### config.mk
export PLATFORM = sky130hd
export DESIGN_NAME = nonce_scanner_flat
export DESIGN_NICKNAME = d
export VERILOG_FILES = /design/src/rtl/miner_pkg.sv /design/src/rtl/nonce_scanner_if.sv /design/src/rtl/nbits_to_target.sv /design/src/rtl/nonce_scanner.sv /design/src/flat_wrapper.sv
export SDC_FILE = /design/constraint.sdc
export NUM_CORES = 2
export LEC_CHECK = 0
export ABC_AREA = 1
export BUFFER_PORTS_ARGS = -buffer_cell sky130_fd_sc_hd__clkbuf_2
export CORE_ASPECT_RATIO = 1.1
export CORE_UTILIZATION = 54
export CTS_BUF_LIST = sky130_fd_sc_hd__clkbuf_4 sky130_fd_sc_hd__clkbuf_8
export CTS_CLUSTER_DIAMETER = 60
export DETAILED_ROUTE_END_ITERATION = 8
export PLACE_DENSITY = 0.79
export SETUP_SLACK_MARGIN = 0.05
export SYNTH_ARGS = -nofsm -noshare
export SYNTH_HDL_FRONTEND = slang
export SYNTH_SLANG_ARGS = --single-unit
export TNS_END_PERCENT = 50
### constraint.sdc
create_clock -name clk -period 2.2 [get_ports clk]
set_clock_uncertainty 0.05 [all_clocks]
set_input_delay 0.33 -clock clk [delete_from_list [all_inputs] [get_ports clk]]
set_output_delay 0.33 -clock clk [all_outputs]
set_load 0.05 [all_outputs]
### src/rtl/miner_pkg.sv
// Shared types and helpers for the nonce scanner and its compact-target expander.
package miner_pkg;

    localparam int NONCE_W = 32;
    localparam int HASH_W  = 256;

    typedef enum logic [1:0] {
        IDLE,
        CLEAR,
        RUN,
        CHECK
    } scan_state_t;

    // Expand a compact difficulty word (exponent byte + 23-bit mantissa + sign) to a 256-bit target.
    function automatic logic [HASH_W-1:0] compact_to_target(input logic [31:0] i_bits);
        logic [HASH_W-1:0] mant;
        logic [HASH_W-1:0] tgt;
        int unsigned       e;
        mant = {{(HASH_W-23){1'b0}}, i_bits[22:0]};
        e    = 32'(i_bits[31:24]);
        if (i_bits[23] || (i_bits[22:0] == 23'd0)) begin
            tgt = '0;
        end else if (e <= 3) begin
            tgt = mant >> (8 * (3 - e));
        end else if (e <= 32) begin
            tgt = mant << (8 * (e - 3));
        end else begin
            tgt = '1;
        end
        return tgt;
    endfunction

endpackage

### src/rtl/nonce_scanner_if.sv
// Miner start/done handshake: the scanner is the master, the miner the slave.
interface nonce_scanner_if;
    import miner_pkg::*;

    logic               miner_reset;
    logic               miner_start;
    logic [NONCE_W-1:0] miner_nonce;
    logic               miner_done;
    logic [HASH_W-1:0]  miner_hash;

    modport master (
        output miner_reset,
        output miner_start,
        output miner_nonce,
        input  miner_done,
        input  miner_hash
    );

    modport slave (
        input  miner_reset,
        input  miner_start,
        input  miner_nonce,
        output miner_done,
        output miner_hash
    );

endinterface

### src/rtl/nbits_to_target.sv
// Combinational compact-bits to 256-bit target expansion.
module nbits_to_target
    import miner_pkg::*;
(
    input  logic [31:0]       i_bits,
    output logic [HASH_W-1:0] o_target
);

    assign o_target = compact_to_target(i_bits);

endmodule

### src/rtl/nonce_scanner.sv
// Nonce range scanner driving one miner per attempt and comparing its hash
// against the expanded difficulty target.
// Optional build macro NONCE_SCANNER_STATS_EN adds a saturating attempts counter output.
module nonce_scanner
    import miner_pkg::*;
#(
    parameter int TIMEOUT_CYCLES = 2048,
    parameter int TIMEOUT_W      = 12
) (
    input  logic               clk,
    input  logic               reset_n,
    input  logic               scan_start,
    input  logic               scan_stop,
    input  logic [NONCE_W-1:0] nonce_first,
    input  logic [NONCE_W-1:0] nonce_last,
    input  logic [31:0]        bits,
    output logic               busy,
    output logic               found,
    output logic [NONCE_W-1:0] found_nonce,
    output logic [HASH_W-1:0]  found_hash,
    output logic               exhausted,
    output logic               timeout_err,
    nonce_scanner_if.master    mif
`ifdef NONCE_SCANNER_STATS_EN
    ,
    output logic [31:0]        attempts
`endif
);

    localparam logic [TIMEOUT_W-1:0] WDOG_LAST = TIMEOUT_W'(TIMEOUT_CYCLES - 1);

    scan_state_t        r_state;
    scan_state_t        w_next;
    logic [NONCE_W-1:0] r_cur_nonce;
    logic [NONCE_W-1:0] r_end_nonce;
    logic [HASH_W-1:0]  r_target;
    logic [HASH_W-1:0]  r_hash;
    logic [HASH_W-1:0]  w_target;
    logic [TIMEOUT_W-1:0] r_wdog;
    logic               r_found;
    logic               r_exhausted;
    logic               r_timeout;
    logic [NONCE_W-1:0] r_found_nonce;
    logic [HASH_W-1:0]  r_found_hash;
    logic               w_accept;
    logic               w_set_found;
    logic               w_set_exh;
    logic               w_set_to;
    logic               w_advance;
    logic               w_win;

    nbits_to_target u_nbits (
        .i_bits   (bits),
        .o_target (w_target)
    );

    assign w_win = (r_hash <= r_target);

    // State register.
    always_ff @(posedge clk or negedge reset_n) begin
        if (!reset_n) begin
            r_state <= IDLE;
        end else begin
            r_state <= w_next;
        end
    end

    // Next-state decode; scan_stop overrides any result arriving in the same cycle.
    always_comb begin
        w_next      = r_state;
        w_accept    = 1'b0;
        w_set_found = 1'b0;
        w_set_exh   = 1'b0;
        w_set_to    = 1'b0;
        w_advance   = 1'b0;
        case (r_state)
            IDLE: begin
                if (scan_start) begin
                    w_accept = 1'b1;
                    w_next   = CLEAR;
                end
            end
            CLEAR: begin
                w_next = scan_stop ? IDLE : RUN;
            end
            RUN: begin
                if (scan_stop) begin
                    w_next = IDLE;
                end else if (mif.miner_done) begin
                    w_next = CHECK;
                end else if (r_wdog == WDOG_LAST) begin
                    w_set_to = 1'b1;
                    w_next   = IDLE;
                end
            end
            CHECK: begin
                if (scan_stop) begin
                    w_next = IDLE;
                end else if (w_win) begin
                    w_set_found = 1'b1;
                    w_next      = IDLE;
                end else if (r_cur_nonce == r_end_nonce) begin
                    w_set_exh = 1'b1;
                    w_next    = IDLE;
                end else begin
                    w_advance = 1'b1;
                    w_next    = CLEAR;
                end
            end
            default: w_next = IDLE;
        endcase
    end

    // Scan datapath: range/target latch, nonce advance, hash capture, watchdog and sticky results.
    always_ff @(posedge clk or negedge reset_n) begin
        if (!reset_n) begin
            r_cur_nonce   <= '0;
            r_end_nonce   <= '0;
            r_target      <= '0;
            r_hash        <= '0;
            r_wdog        <= '0;
            r_found       <= 1'b0;
            r_exhausted   <= 1'b0;
            r_timeout     <= 1'b0;
            r_found_nonce <= '0;
            r_found_hash  <= '0;
        end else begin
            if (w_accept) begin
                r_cur_nonce <= nonce_first;
                r_end_nonce <= nonce_last;
                r_target    <= w_target;
                r_found     <= 1'b0;
                r_exhausted <= 1'b0;
                r_timeout   <= 1'b0;
            end
            if (w_advance) begin
                r_cur_nonce <= r_cur_nonce + 32'd1;
            end
            if ((r_state == RUN) && mif.miner_done) begin
                r_hash <= mif.miner_hash;
            end
            if (r_state == RUN) begin
                r_wdog <= r_wdog + TIMEOUT_W'(1);
            end else begin
                r_wdog <= '0;
            end
            if (w_set_found) begin
                r_found       <= 1'b1;
                r_found_nonce <= r_cur_nonce;
                r_found_hash  <= r_hash;
            end
            if (w_set_exh) begin
                r_exhausted <= 1'b1;
            end
            if (w_set_to) begin
                r_timeout <= 1'b1;
            end
        end
    end

`ifdef NONCE_SCANNER_STATS_EN
    logic [31:0] r_attempts;

    // Count CHECK entries since the last accepted start, saturating.
    always_ff @(posedge clk or negedge reset_n) begin
        if (!reset_n) begin
            r_attempts <= '0;
        end else if (w_accept) begin
            r_attempts <= '0;
        end else if ((r_state == RUN) && (w_next == CHECK) && (r_attempts != '1)) begin
            r_attempts <= r_attempts + 32'd1;
        end
    end

    assign attempts = r_attempts;
`endif

    assign busy            = (r_state != IDLE);
    assign found           = r_found;
    assign found_nonce     = r_found_nonce;
    assign found_hash      = r_found_hash;
    assign exhausted       = r_exhausted;
    assign timeout_err     = r_timeout;
    assign mif.miner_reset = (r_state == IDLE) || (r_state == CLEAR);
    assign mif.miner_start = (r_state == RUN);
    assign mif.miner_nonce = r_cur_nonce;

endmodule

### src/flat_wrapper.sv
// flat-port wrapper written by rule: the top's interface ports become plain ports
module nonce_scanner_flat import miner_pkg::*;
#(
    parameter int TIMEOUT_CYCLES = 2048,
    parameter int TIMEOUT_W      = 12
)
  (clk, reset_n, scan_start, scan_stop, nonce_first, nonce_last, bits, busy, found, found_nonce, found_hash, exhausted, timeout_err, mif_miner_reset, mif_miner_start, mif_miner_nonce, mif_miner_done, mif_miner_hash);
  nonce_scanner_if mif_i ();
  input  logic clk;
  input  logic reset_n;
  input  logic scan_start;
  input  logic scan_stop;
  input  logic [NONCE_W-1:0] nonce_first;
  input  logic [NONCE_W-1:0] nonce_last;
  input  logic [31:0] bits;
  output logic busy;
  output logic found;
  output logic [NONCE_W-1:0] found_nonce;
  output logic [HASH_W-1:0] found_hash;
  output logic exhausted;
  output logic timeout_err;
  output wire logic [$bits(mif_i.miner_reset)-1:0] mif_miner_reset;
  output wire logic [$bits(mif_i.miner_start)-1:0] mif_miner_start;
  output wire logic [$bits(mif_i.miner_nonce)-1:0] mif_miner_nonce;
  input wire logic [$bits(mif_i.miner_done)-1:0] mif_miner_done;
  input wire logic [$bits(mif_i.miner_hash)-1:0] mif_miner_hash;
  assign mif_miner_reset = mif_i.miner_reset;
  assign mif_miner_start = mif_i.miner_start;
  assign mif_miner_nonce = mif_i.miner_nonce;
  assign mif_i.miner_done = mif_miner_done;
  assign mif_i.miner_hash = mif_miner_hash;
  nonce_scanner #(.TIMEOUT_CYCLES(TIMEOUT_CYCLES), .TIMEOUT_W(TIMEOUT_W)) u_core (.clk(clk), .reset_n(reset_n), .scan_start(scan_start), .scan_stop(scan_stop), .nonce_first(nonce_first), .nonce_last(nonce_last), .bits(bits), .busy(busy), .found(found), .found_nonce(found_nonce), .found_hash(found_hash), .exhausted(exhausted), .timeout_err(timeout_err), .mif(mif_i));
endmodule
==> flow_metrics.py, run 1 <==
metrics = {
    "status": {
        "outcome": "did not finish",
        "stop_stage": "5_1_grt",
        "firstError": "[ERROR GRT-0232] Routing congestion too high. Check the congestion heatmap in the GUI.",
    },
    "synth": {
        "yosys.area.top_type": "dfrtp_1",
        "synthTopCellsByArea": "dfrtp_1, nand2_1, o21ai_0",
        "synth_edf_count": 0,
        "syn_nets": 6081,
        "ys.warnings.count": 0,
        "synth_flop_cell": "dfrtp_1",
        "syn_avg_cell_area_um2": 8.15,
        "ys_seq_elements": 881,
        "yosysUniqueCellTypes": 48,
        "syn-instance-count": 5463,
        "synth_seq_area_share_pct": 49.5,
        "synth_top_area_share_pct": 49.5,
        "synth_area_um2": 44500,
        "async_flop_share_pct": 100,
    },
    "floorplan": {
        "fp.dieW_um": 276,
        "dieHeight_um": 303,
        "row_count": 110,
        "pin_count": 683,
        "start_util_pct": 54.5,
    },
    "clock_network": {
        "cts_root_buf": "clkbuf_8",
        "cts.sinks": 881,
        "cts_buffers": 143,
        "cts_max_level": 4,
        "clock_path_buffers": 3,
    },
    "place": {
        "post-place-ws_ns": -0.969,
        "hpwl_um": 120000,
        "place_congestion": 1.09,
        "io_buffers": 682,
        "dpl.cell_count": 7595,
    },
    "global_routing": {
        "gr-usage-all-layers_pct": 46.7,
        "grt_max_degree": 104,
        "overflow": 1,
    },
}
==> Yosys cell counts, types with 2 or more instances <==
master,n
o21ai_2,3
nand3_1,129
clkinv_1,5
o2111ai_1,4
o221ai_1,11
buf_1,23
buf_2,28
nand4_1,79
nor4_2,2
xor2_1,33
o22ai_1,41
ha_1,261
a21o_1,6
o31ai_1,7
clkbuf_2,2
o21ai_0,689
o21ai_1,313
dfrtp_1,881
nor2_1,162
and2_1,7
buf_6,33
clkbuf_1,216
o21a_1,17
a31oi_1,18
nor4_1,7
nor3_1,56
nand2_4,3
and3_1,2
nor3_2,2
a21oi_1,187
xnor2_1,20
inv_2,12
nor2_2,5
o21bai_1,6
inv_1,673
nand2_1,1508
==> stage by stage <==
step / area (um^2) / utilization, % / setup TNS (ns)
after detailed placement: 53900 / 65.9 / -428.28
after global placement: 53900 / 65.9 / -391.50
after floorplan: 44600 / - / -86.89
after CTS: 61200 / 74.9 / -232.63
==> what timing repair did <==
| action | 4_1_cts |
|---|---|
| pin swaps | 11 |
| hold endpoints to repair | 1202 |
| hold buffers | 331 |
| setup buffers | 18 |
| gates resized for setup | 89 |
| cloned | 14 |
| endpoints found under the setup margin | 342 |
==> per-layer routing <==
| metal | track usage, % | GRT overflow |
|---|---|---|
| met5 | 1.66 | 0 |
| met2 | 71.1 | 1 |
| met4 | 31.9 | 0 |
| met3 | 16.5 | 0 |
| met1 | 55.4 | 0 |
==> cells by family after synthesis <==
family / count (synthesis) / synth area share (%)
AND/OR/NAND/NOR: 1971 / 17.9
AO/OA/AOI/OAI: 1304 / 15.2
buffers and inverters: 993 / 9.02
flip-flops: 881 / 49.5
adder cells (fa/ha/maj): 261 / 7.33
XOR/XNOR: 53 / 1.04
==> inputs of run 2 (changes only) <==
Settings changed: CORE_ASPECT_RATIO 1.1 to not set, CORE_UTILIZATION 54 to 40, CTS_BUF_LIST sky130_fd_sc_hd__clkbuf_4 sky130_fd_sc_hd__clkbuf_8 to not set, CTS_CLUSTER_DIAMETER 60 to not set, PLACE_DENSITY 0.79 to not set, PLACE_DENSITY_LB_ADDON set to 0.15, SETUP_SLACK_MARGIN 0.05 to not set.
Clock period 2.2 ns to 2.9 ns, I/O delays scaled along.
==> flow_metrics.py, run 2 <==
metrics = {
    "status": {
        "outcome": "finished with violations",
        "violations": "negative setup slack",
    },
    "sta": {
        "period_minus_slack_ns": 3.13,
        "tightest_slew_ns": 1.23,
        "setup_viol": 322,
        "rsz0062_at_grt": "true",
        "fin_ws_ns": -0.228,
        "period_share_pct": 108,
        "relSlewSlack_pct": 17.9,
        "fmax_mhz": 320,
        "hold_viol_final": 0,
        "final_max_slew_viol_count": 0,
    },
    "setup_path": {
        "worstSetupStartpointType": "flip-flop",
        "regToRegStartpoint": "u_core.r_hash[254]",
        "crit_chain": "ha_1 > nand2_2 > nor2_4 > nand4_1 > inv_2 > nand3b_1 > nor2_4 > nand3_4 > nor2_4 > nand3_4 > nand2_4 > nand2_8 > buf_12 > clkbuf_16 > buf_16 > nand2_1 > o21ai_1",
        "rrSetupSlack_ns": -0.23,
        "cp_max_fo": 6,
        "setup.worst_path.start": "u_core.r_hash[254]",
        "slowest_stage": "dfrtp_1",
        "max_stage_delay_ns": 0.44,
        "crit_top_cell": "nor2_4",
        "arrival_ns": 3.64,
        "cp-end-kind": "flip-flop",
        "crit_type": "flip-flop to flip-flop",
        "r2r_cells": 17,
        "required_ns": 3.42,
    },
    "global_routing": {
        "grt_max_degree": 161,
        "grt_pass1_wl_um": 253000,
        "overflow": 0,
        "antenna_found_initial": 14,
        "gr-usage-all-layers_pct": 29.6,
        "first_global_vias": 40900,
    },
    "synth": {
        "synth_edf_count": 0,
        "synthTopCellsByCount": "nand2_1, dfrtp_1, o21ai_0",
        "yosysMostFrequentCell": "nand2_1",
        "async_flop_share_pct": 100,
        "yosysUniqueCellTypes": 48,
        "ys.warnings.count": 0,
        "synthTopCellsByArea": "dfrtp_1, nand2_1, o21ai_0",
        "ys_seq_elements": 881,
        "synth_seq_area_share_pct": 49.5,
        "synth_area_um2": 44500,
        "syn_avg_cell_area_um2": 8.15,
        "syn-instance-count": 5463,
        "synth_top_area_share_pct": 49.5,
        "syn_nets": 6081,
        "yosys.area.top_type": "dfrtp_1",
        "synth_flop_cell": "dfrtp_1",
    },
    "clock_network": {
        "clock_path_buffers": 3,
        "cts_buffers": 100,
        "tritoncts": "built",
        "cts_max_level": 3,
        "cts.sinks": 881,
        "clock_latency_ns": 0.71,
        "clk_pin_slew_ns": 0.06,
        "cts_root_buf": "clkbuf_16",
    },
    "layout": {
        "fin_cells": 8262,
        "final_cell_mix": "nand2_1, dfrtp_1, o21ai_0",
        "final_common_cell": "nand2_1",
        "final_util_pct": 54.3,
        "syn_to_final_growth_pct": 34.6,
        "drive_gt1_share_pct": 21.2,
        "num-nets-final": 7299,
    },
    "min_path": {
        "hold_start": "nonce_first[8]",
        "whs_path_depth": 5,
        "hp-class": "input pin to flip-flop",
    },
    "detailed_routing": {
        "detail-route-antenna-nets": 0,
        "drc": 0,
        "drtPass1Iterations": 5,
        "num_vias": 42000,
        "wirelength_um": 172000,
        "viasPerCell": 5.09,
        "drtIter0Drc": 3126,
        "wl_per_cell_um": 20.8,
    },
    "place": {
        "io_buffers": 682,
        "dpl.cell_count": 7732,
        "hpwl_um": 125000,
        "post-place-ws_ns": -0.567,
        "place_congestion": 0.971,
    },
    "floorplan": {
        "pin_count": 683,
        "die_area_um2": 113000,
        "core_um2": 111000,
        "start_util_pct": 40.3,
        "dieHeight_um": 336,
        "fp.dieW_um": 336,
        "row_count": 122,
    },
    "power": {
        "p_per_area_nw_per_um2": 1140,
        "peakVddDrop_mv": 0.850,
        "power.leakage_nw": 30.0,
    },
    "job": {
        "max-cap-violations": 0,
    },
}
[run 2: layout make-up]
class,count,area (um^2)
Antenna cell,9,22.5
Clock buffer,130,2810
Clock inverter,56,763
Fill cell,10400,50500
Inverter,690,2600
Multi-Input combinational cell,3589,19000
Sequential cell,881,22100
Tap cell,1488,1860
Timing Repair Buffer,1419,10900
[run 2: repair_timing]
action | in CTS | in global routing
setup endpoints to repair | 323 | 328
endpoints found under the hold margin | 324 | 0
gates cloned | 1 | 19
gates resized for setup | 24 | 146
hold buffers | 303 | 0
buffers inserted | 1 | 11
pin swaps | 1 | 7
[run 2: per-stage QoR]
step           hold WS, ns  total power, W  setup TNS, ns  cell area (um^2)
2_1_floorplan       0.0894          0.0424              0             44500
3_3_place_gp         0.399          0.0521        -167.09             52200
3_5_place_dp         0.405          0.0529        -159.02             52200
4_1_cts           0.000260          0.0674         -31.03             58900
5_1_grt             0.0283          0.0728         -84.56             60000
6_report            0.0285          0.0681         -43.72             60000
[run 2: final timing paths]
kind                                              to
max in group asynchronous      u_core.found_hash[16]
setup reg to reg              u_core.found_hash[112]
hold / removal             u_core.mif.miner_nonce[8]
hold reg to reg                     u_core.r_wdog[0]
setup / recovery              u_core.found_hash[112]
min in group asynchronous          u_core.r_hash[49]
[run 2: cell families after synthesis]
logic type                 synth area share (%)
AOI/OAI and AO/OA                          15.2
DFF                                        49.5
buffers and inverters                      9.02
xor gates and xnor gates                   1.04
and+or+nand+nor                            17.9
adders and majority gates                  7.33
[run 2: where the power goes]
part | internal, W | leakage [nW] | switching [W] | total, W
sequential | 0.0181 | 11.1 | 0.00428 | 0.0224
clock | 0.00828 | 1.74 | 0.00553 | 0.0138
combinational | 0.0102 | 17.2 | 0.0217 | 0.0319
[run 2: per-layer routing]
layer | vias up | wire (um) | GRT usage, %
met5 | - | 47 | 0
met4 | 8 | 6990 | 12.3
met3 | 305 | 9520 | 4.08
met2 | 1426 | 79700 | 47.1
met1 | 20100 | 75800 | 40.4
li1 | 20200 | - | -
[run 2: worst max-delay path: cells and delay by family, from the launching register on]
family,cells,cell delay (ns)
adder cells (fa/ha/maj),1,0.32
AO/OA/AOI/OAI,1,0.08
flip-flops,1,0.44
AND/OR/NAND/NOR,11,1.50
buffers and inverters,4,0.58
No activity file was read; power rests on OpenSTA's default activity.
